$ cat src/rtl/display_pkg.sv
// Shared definitions for the output display path.
//   SEG_0..SEG_9, SEG_BLANK, SEG_MINUS : 7-segment patterns, bit order {a,b,c,d,e,f,g}, 1 = lit
//   bcd_to_seg(nibble)                : BCD digit to segment pattern (anything above 9 is blank)
//   digits_for_width(width, is_signed): decimal digits needed to show 2^width-1, plus one for a sign
package display_pkg;

    localparam logic [6:0] SEG_0     = 7'h7E;
    localparam logic [6:0] SEG_1     = 7'h30;
    localparam logic [6:0] SEG_2     = 7'h6D;
    localparam logic [6:0] SEG_3     = 7'h79;
    localparam logic [6:0] SEG_4     = 7'h33;
    localparam logic [6:0] SEG_5     = 7'h5B;
    localparam logic [6:0] SEG_6     = 7'h5F;
    localparam logic [6:0] SEG_7     = 7'h70;
    localparam logic [6:0] SEG_8     = 7'h7F;
    localparam logic [6:0] SEG_9     = 7'h7B;
    localparam logic [6:0] SEG_BLANK = 7'h00;
    localparam logic [6:0] SEG_MINUS = 7'h01;

    function automatic logic [6:0] bcd_to_seg(input logic [3:0] nibble);
        case (nibble)
            4'd0:    return SEG_0;
            4'd1:    return SEG_1;
            4'd2:    return SEG_2;
            4'd3:    return SEG_3;
            4'd4:    return SEG_4;
            4'd5:    return SEG_5;
            4'd6:    return SEG_6;
            4'd7:    return SEG_7;
            4'd8:    return SEG_8;
            4'd9:    return SEG_9;
            default: return SEG_BLANK;
        endcase
    endfunction

    function automatic int digits_for_width(input int width, input bit is_signed);
        longint v;
        int     n;
        v = (longint'(1) << width) - 1;
        n = 0;
        while (v > 0) begin
            n++;
            v = v / 10;
        end
        if (n == 0) n = 1;
        return n + (is_signed ? 1 : 0);
    endfunction

endpackage

$ cat src/rtl/bcd_dabble_seq.sv
// Sequential double-dabble binary-to-BCD converter, one shift per clock.
//   clk   : clock, rising edge
//   clear : synchronous active-high reset, aborts a conversion in flight
//   start : load bin and perform the first shift on this edge (overrides a running conversion)
//   bin   : binary value to convert
//   busy  : conversion has started and not yet finished
//   done  : combinational, high in the cycle whose closing edge performs the final shift
//   bcd   : BCD result of that final shift, valid while done is high
module bcd_dabble_seq
    import display_pkg::*;
#(
    parameter int DATA_W = 8,
    parameter int DIGITS = 3
) (
    input  logic                  clk,
    input  logic                  clear,
    input  logic                  start,
    input  logic [DATA_W-1:0]     bin,
    output logic                  busy,
    output logic                  done,
    output logic [4*DIGITS-1:0]   bcd
);

    localparam int BCD_W = 4 * DIGITS;
    localparam int SR_W  = BCD_W + DATA_W;
    localparam int CNT_W = $clog2(DATA_W + 1);
    localparam logic [CNT_W-1:0] LAST = CNT_W'(DATA_W - 1);

    logic [SR_W-1:0]  sr_q, sr_d, src, adj;
    logic [CNT_W-1:0] cnt_q;
    logic             busy_q;

    // On start the BCD part is all zero, so the add-3 step is a no-op and the
    // first shift can be taken straight from the freshly loaded value.
    always_comb begin
        // NOTE: every variable gets a default before the conditional updates, so no latch is inferred.
        src = start ? {{BCD_W{1'b0}}, bin} : sr_q;
        adj = src;
        for (int i = 0; i < DIGITS; i++) begin
            if (src[DATA_W+4*i +: 4] > 4'd4)
                adj[DATA_W+4*i +: 4] = src[DATA_W+4*i +: 4] + 4'd3;
        end
        sr_d = adj << 1;
    end

    always_ff @(posedge clk) begin
        // NOTE: sequential state uses non-blocking assignments so all registers see pre-edge values.
        if (clear) begin
            sr_q   <= '0;
            cnt_q  <= '0;
            busy_q <= 1'b0;
        end else if (start) begin
            sr_q   <= sr_d;
            cnt_q  <= CNT_W'(1);
            busy_q <= 1'b1;
        end else if (busy_q) begin
            sr_q  <= sr_d;
            cnt_q <= cnt_q + 1'b1;
            if (cnt_q == LAST) busy_q <= 1'b0;
        end
    end

    assign busy = busy_q;
    assign done = busy_q && !start && (cnt_q == LAST);
    assign bcd  = sr_d[SR_W-1 -: BCD_W];

endmodule

$ cat src/rtl/output_display_scan.sv
// Output register with decimal, multiplexed 7-segment display.
//   clk        : clock, all state on rising edge
//   clear      : synchronous active-high reset
//   bus        : shared data bus
//   input_en   : capture bus into the data register this edge
//   busy       : BCD conversion pending or in progress
//   display    : segments {a,b,c,d,e,f,g}, 1 = lit (registered)
//   display_en : active-low one-hot digit enables, bit 0 = least significant digit (registered)
module output_display_scan
    import display_pkg::*;
#(
    parameter int DATA_W   = 8,
    parameter int DIGITS   = 3,
    parameter int SCAN_DIV = 1000,
    parameter int SIGNED   = 0,
    parameter int LZB      = 1
) (
    input  logic              clk,
    input  logic              clear,
    input  logic [DATA_W-1:0] bus,
    input  logic              input_en,
    output logic              busy,
    output logic [6:0]        display,
    output logic [DIGITS-1:0] display_en
);

    if (DATA_W < 2 || DATA_W > 16) begin : g_bad_width
        $error("output_display_scan: DATA_W must be 2..16");
    end
    if (SCAN_DIV < 1) begin : g_bad_div
        $error("output_display_scan: SCAN_DIV must be >= 1");
    end
    if (DIGITS < digits_for_width(DATA_W, SIGNED != 0)) begin : g_bad_digits
        $error("output_display_scan: DIGITS too small for DATA_W/SIGNED");
    end

    localparam int IDX_W = (DIGITS > 1) ? $clog2(DIGITS) : 1;
    localparam int CNT_W = (SCAN_DIV > 1) ? $clog2(SCAN_DIV) : 1;
    localparam logic [IDX_W-1:0] IDX_LAST = IDX_W'(DIGITS - 1);
    localparam logic [CNT_W-1:0] CNT_LAST = CNT_W'(SCAN_DIV - 1);

    logic [DATA_W-1:0]   data_q;
    logic                start_q;
    logic [4*DIGITS-1:0] digits_q;
    logic                neg_q;
    logic [CNT_W-1:0]    scan_q, scan_d;
    logic [IDX_W-1:0]    idx_q, idx_d;
    logic [6:0]          display_q, seg_d;
    logic [DIGITS-1:0]   display_en_q, en_d;

    logic                is_neg;
    logic [DATA_W-1:0]   mag;
    logic                conv_busy, conv_done;
    logic [4*DIGITS-1:0] conv_bcd;

    // The most negative value negates to itself, which read unsigned is exactly its magnitude.
    assign is_neg = (SIGNED != 0) && data_q[DATA_W-1];
    assign mag    = is_neg ? -data_q : data_q;

    bcd_dabble_seq #(
        .DATA_W (DATA_W),
        .DIGITS (DIGITS)
    ) u_conv (
        .clk   (clk),
        .clear (clear),
        .start (start_q),
        .bin   (mag),
        .busy  (conv_busy),
        .done  (conv_done),
        .bcd   (conv_bcd)
    );

    // Scan divider and digit index.
    always_comb begin
        scan_d = scan_q + 1'b1;
        idx_d  = idx_q;
        if (scan_q == CNT_LAST) begin
            scan_d = '0;
            idx_d  = (idx_q == IDX_LAST) ? '0 : idx_q + 1'b1;
        end
    end

    // Segment pattern for the slot that becomes active on the next edge.
    always_comb begin
        int         msd;
        int         sign_pos;
        logic [3:0] nib;
        msd = 0;
        nib = 4'd0;
        for (int i = 0; i < DIGITS; i++) begin
            if (digits_q[4*i +: 4] != 4'd0) msd = i;
            if (int'(idx_d) == i) nib = digits_q[4*i +: 4];
            en_d[i] = (int'(idx_d) != i);
        end
        sign_pos = (LZB != 0) ? msd + 1 : DIGITS - 1;
        seg_d    = bcd_to_seg(nib);
        // Digit 0 is never above msd, so it is never blanked.
        if (LZB != 0 && int'(idx_d) > msd) seg_d = SEG_BLANK;
        if (SIGNED != 0 && int'(idx_d) == sign_pos) seg_d = neg_q ? SEG_MINUS : SEG_BLANK;
    end

    always_ff @(posedge clk) begin
        if (clear) begin
            data_q       <= '0;
            start_q      <= 1'b0;
            digits_q     <= '0;
            neg_q        <= 1'b0;
            scan_q       <= '0;
            idx_q        <= '0;
            display_q    <= SEG_0;
            display_en_q <= ~DIGITS'(1);
        end else begin
            start_q <= input_en;
            if (input_en) data_q <= bus;
            // Shadow digits only move on completion; partial results stay hidden.
            if (conv_done) begin
                digits_q <= conv_bcd;
                neg_q    <= is_neg;
            end
            scan_q       <= scan_d;
            idx_q        <= idx_d;
            display_q    <= seg_d;
            display_en_q <= en_d;
        end
    end

    // A load pending for the converter counts as busy, so busy rises right after the capture edge.
    assign busy       = start_q | conv_busy;
    assign display    = display_q;
    assign display_en = display_en_q;

endmodule

$ cat config.mk
export PLATFORM = sky130hd
export DESIGN_NAME = output_display_scan
export DESIGN_NICKNAME = d
export VERILOG_FILES = /design/src/rtl/display_pkg.sv /design/src/rtl/bcd_dabble_seq.sv /design/src/rtl/output_display_scan.sv
export SDC_FILE = /design/constraint.sdc
export NUM_CORES = 1
export LEC_CHECK = 0
export ABC_AREA = 0
export BUFFER_PORTS_ARGS = -buffer_cell sky130_fd_sc_hd__buf_2
export CORE_MARGIN = 2
export CORE_UTILIZATION = 25
export DETAILED_ROUTE_END_ITERATION = 6
export PLACE_DENSITY_LB_ADDON = 0.12
export SLEW_MARGIN = 30
export SYNTH_ARGS = -nofsm -noshare
export SYNTH_HDL_FRONTEND = slang
export SYNTH_SLANG_ARGS = --single-unit
export TNS_END_PERCENT = 100
$ cat constraint.sdc
create_clock -name clk -period 7.55 [get_ports clk]
set_clock_uncertainty 0.15 [all_clocks]
set_input_delay 0.755 -clock clk [delete_from_list [all_inputs] [get_ports clk]]
set_output_delay 0.755 -clock clk [all_outputs]
set_load 0.02 [all_outputs]
==> flow_summary.ini <==
[cts]
h-tree-depth = 3
cts_tree = yes
clock-sinks = 67
clockBufferDepth = 2
cts_resized = 0
postCtsSetupRepairBufs = 0
root_buffer = clkbuf_16
cts_buffers = 9
path_clk_slew_ns = 0.06
clock_latency_ns = 0.34
cts_hold_buf = 0

[run_status]
status = complete, no violations

[synthesis]
syn_avg_cell_area_um2 = 8.67
synthArstFlopShare_pct = 0
netlist.area_leader.share_pct = 40.3
synth_top_area_cell = dfxtp_1
synth-seq-area-share_pct = 40.3
yosys_warnings = 0
synthCells = 384
syn_nets = 410
netlist_area_um2 = 3330
ys_types = 49
synth_ff_type = dfxtp_1
netlist_top_cells_area = dfxtp_1 (40%), mux2i_1 (10%), nor2_1 (7.4%), ha_1 (5.6%), a21oi_1 (5.0%)
synth_commonest_cells = dfxtp_1 (67), nor2_1 (66), nand2_1 (36)
synth_seq_cells = 67
yosysMostFrequentCell = dfxtp_1
synth-edff-count = 0

[setup_path]
crit_arrival_ns = 2.34
slowest_delay_ns = 0.76
worst_path_max_delay_cell = nor2_1
critPathCaptureType = output port
crit_fanout = 15
required_ns = 6.64
worstSetupPathType = reg -> out
crit_chain = nor2_1, inv_1, buf_2
worst_setup_path_start_kind = flop

[sta]
finalHoldViolCount = 0
slew_viol_final = 0
fmaxAchievable_mhz = 308
max_slew.worst_pin.slew_ns = 0.846
finalSetupViolations = 0
whs_ns = 0.314
fin_setup_tns_ns = 0
fin_crit_ns = 3.24
slew_headroom_pct = 43.4
min_period_over_period_pct = 43.0
rsz0062_at_grt = no

[floorplanning]
rows = 42
ios = 22
die_w_um = 119
core_um2 = 13100
dieArea_um2 = 14300
start_util_pct = 25.3
fp.dieH_um = 119

[detailed_routing]
vias = 2527
wire_per_inst_um = 12.1
top_layer_used = met4
routed_wl_mm = 7.03
drt-vias-per-instance = 4.36
dr.pass1.iters = 5
met3_length_um = 219
wl_met2_mm = 3.20
ant_nets = 0
drt-met1-wl_mm = 3.45
route.detailed.drc = 0
drt_iter0_markers = 116

[grt]
antenna_found_initial = 0
grt_pass1_vias = 2402
grt.total_usage_pct = 10.7
overflow = 0
grt_first_pass_wirelength_mm = 11.9
grt_start_max_net_pins = 58

[power]
ir_drop_mv = 0.0921
p_leak_uw = 0.00147
p_per_area_nw_per_um2 = 214

[placement]
post_dp_cell_area_um2 = 3590
numPortBuffers = 21
dp_hpwl_mm = 4.74
dp_cells = 563
gp_congestion = 0.718

[run]
maxCapViolCount = 0

[hold_path]
hp-class = reg -> reg

[layout]
instances_no_fill = 579
drive_gt1_share_pct = 15.4
areaGrowthSynthToFinish_pct = 17.4
n_antenna_cell = 0
fin_util_pct = 29.7
final_cell_area_um2 = 3910
finalNetCount = 424
==> layout by cell type (no fill, tap or decap), drive strengths merged, types with 2 or more instances in the layout <==
cell type  instances
a21o               3
a21oi             33
and3               3
and3b              3
buf               23
clkbuf            11
clkinv             2
dfxtp             67
ha                15
inv               11
mux2               5
mux2i             35
nand2             36
nand2b             6
nand3              8
nand3b             4
nor2              66
nor2b              5
nor3               3
nor3b              2
o21ai             13
o21bai             3
o2bb2ai            2
or2                4
or3                3
or3b               3
xnor2              5
xor2              10
==> final timing paths <==
check / cells after the start / slack [ns] / startpoint / to
worst max-delay path: 3 / 4.31 / u_conv.busy / busy
worst min-delay path: 1 / 0.31 / scan_q[0] / scan_q[0]
worst max register to register: 8 / 4.62 / scan_q[0] / display[6]
worst min register to register: 1 / 0.31 / scan_q[0] / scan_q[0]
==> cell families after synthesis <==
logic type	Yosys count	share of synthesized area [%]
AOI/OAI and AO/OA	64	11.7
xor gates and xnor gates	15	3.95
adders and majority gates	15	5.64
buffers and inverters	31	3.76
DFF	67	40.3
muxes	40	12.7
and+or+nand+nor	152	21.9
==> sequential cells by signal, summed over array words and instances (netlist names) <==
name and flops:
digits_q 12, start_q 1, u_conv.busy 1, scan_q 10, u_conv.cnt_q 4, display 7
display_en 3, idx_q 2, u_conv.sr_q 19, data_q 8
==> final cells by class <==
class / count / area, um^2
fillers: 1411 / 9230
multi-input cells: 286 / 1860
flip-flops and latches: 67 / 1340
clock buffers: 11 / 253
well taps: 176 / 220
repair buffers: 24 / 134
clock inverters: 5 / 60.1
inverters: 10 / 37.5
==> power by group <==
part           switching (uW)  total (uW)  internal, uW
clock network             161         436           275
registers                6.33         367           360
logic                    20.4        32.3          12.0
==> worst max-delay path, delay by kind of cell (launching register included) <==
kind | cells | cell delay (ns)
buffers and inverters | 2 | 0.71
AND/OR/NAND/NOR | 1 | 0.76
flip-flops | 1 | 0.53
==> per-stage QoR <==
step	setup WS (ns)	total power, uW
detailed placement	4.62	407
global placement	4.52	407
floorplan	5.03	398
CTS	4.24	853
finish	4.31	835
global route	4.07	872
==> layer usage <==
layer | GRT usage [%] | vias up
li1 | - | 1331
met1 | 13.1 | 1160
met2 | 16.5 | 24
met3 | 3.93 | 12
met4 | 5.74 | 0
met5 | 0 | -
Note: power is estimated with default switching activity, not from simulation.
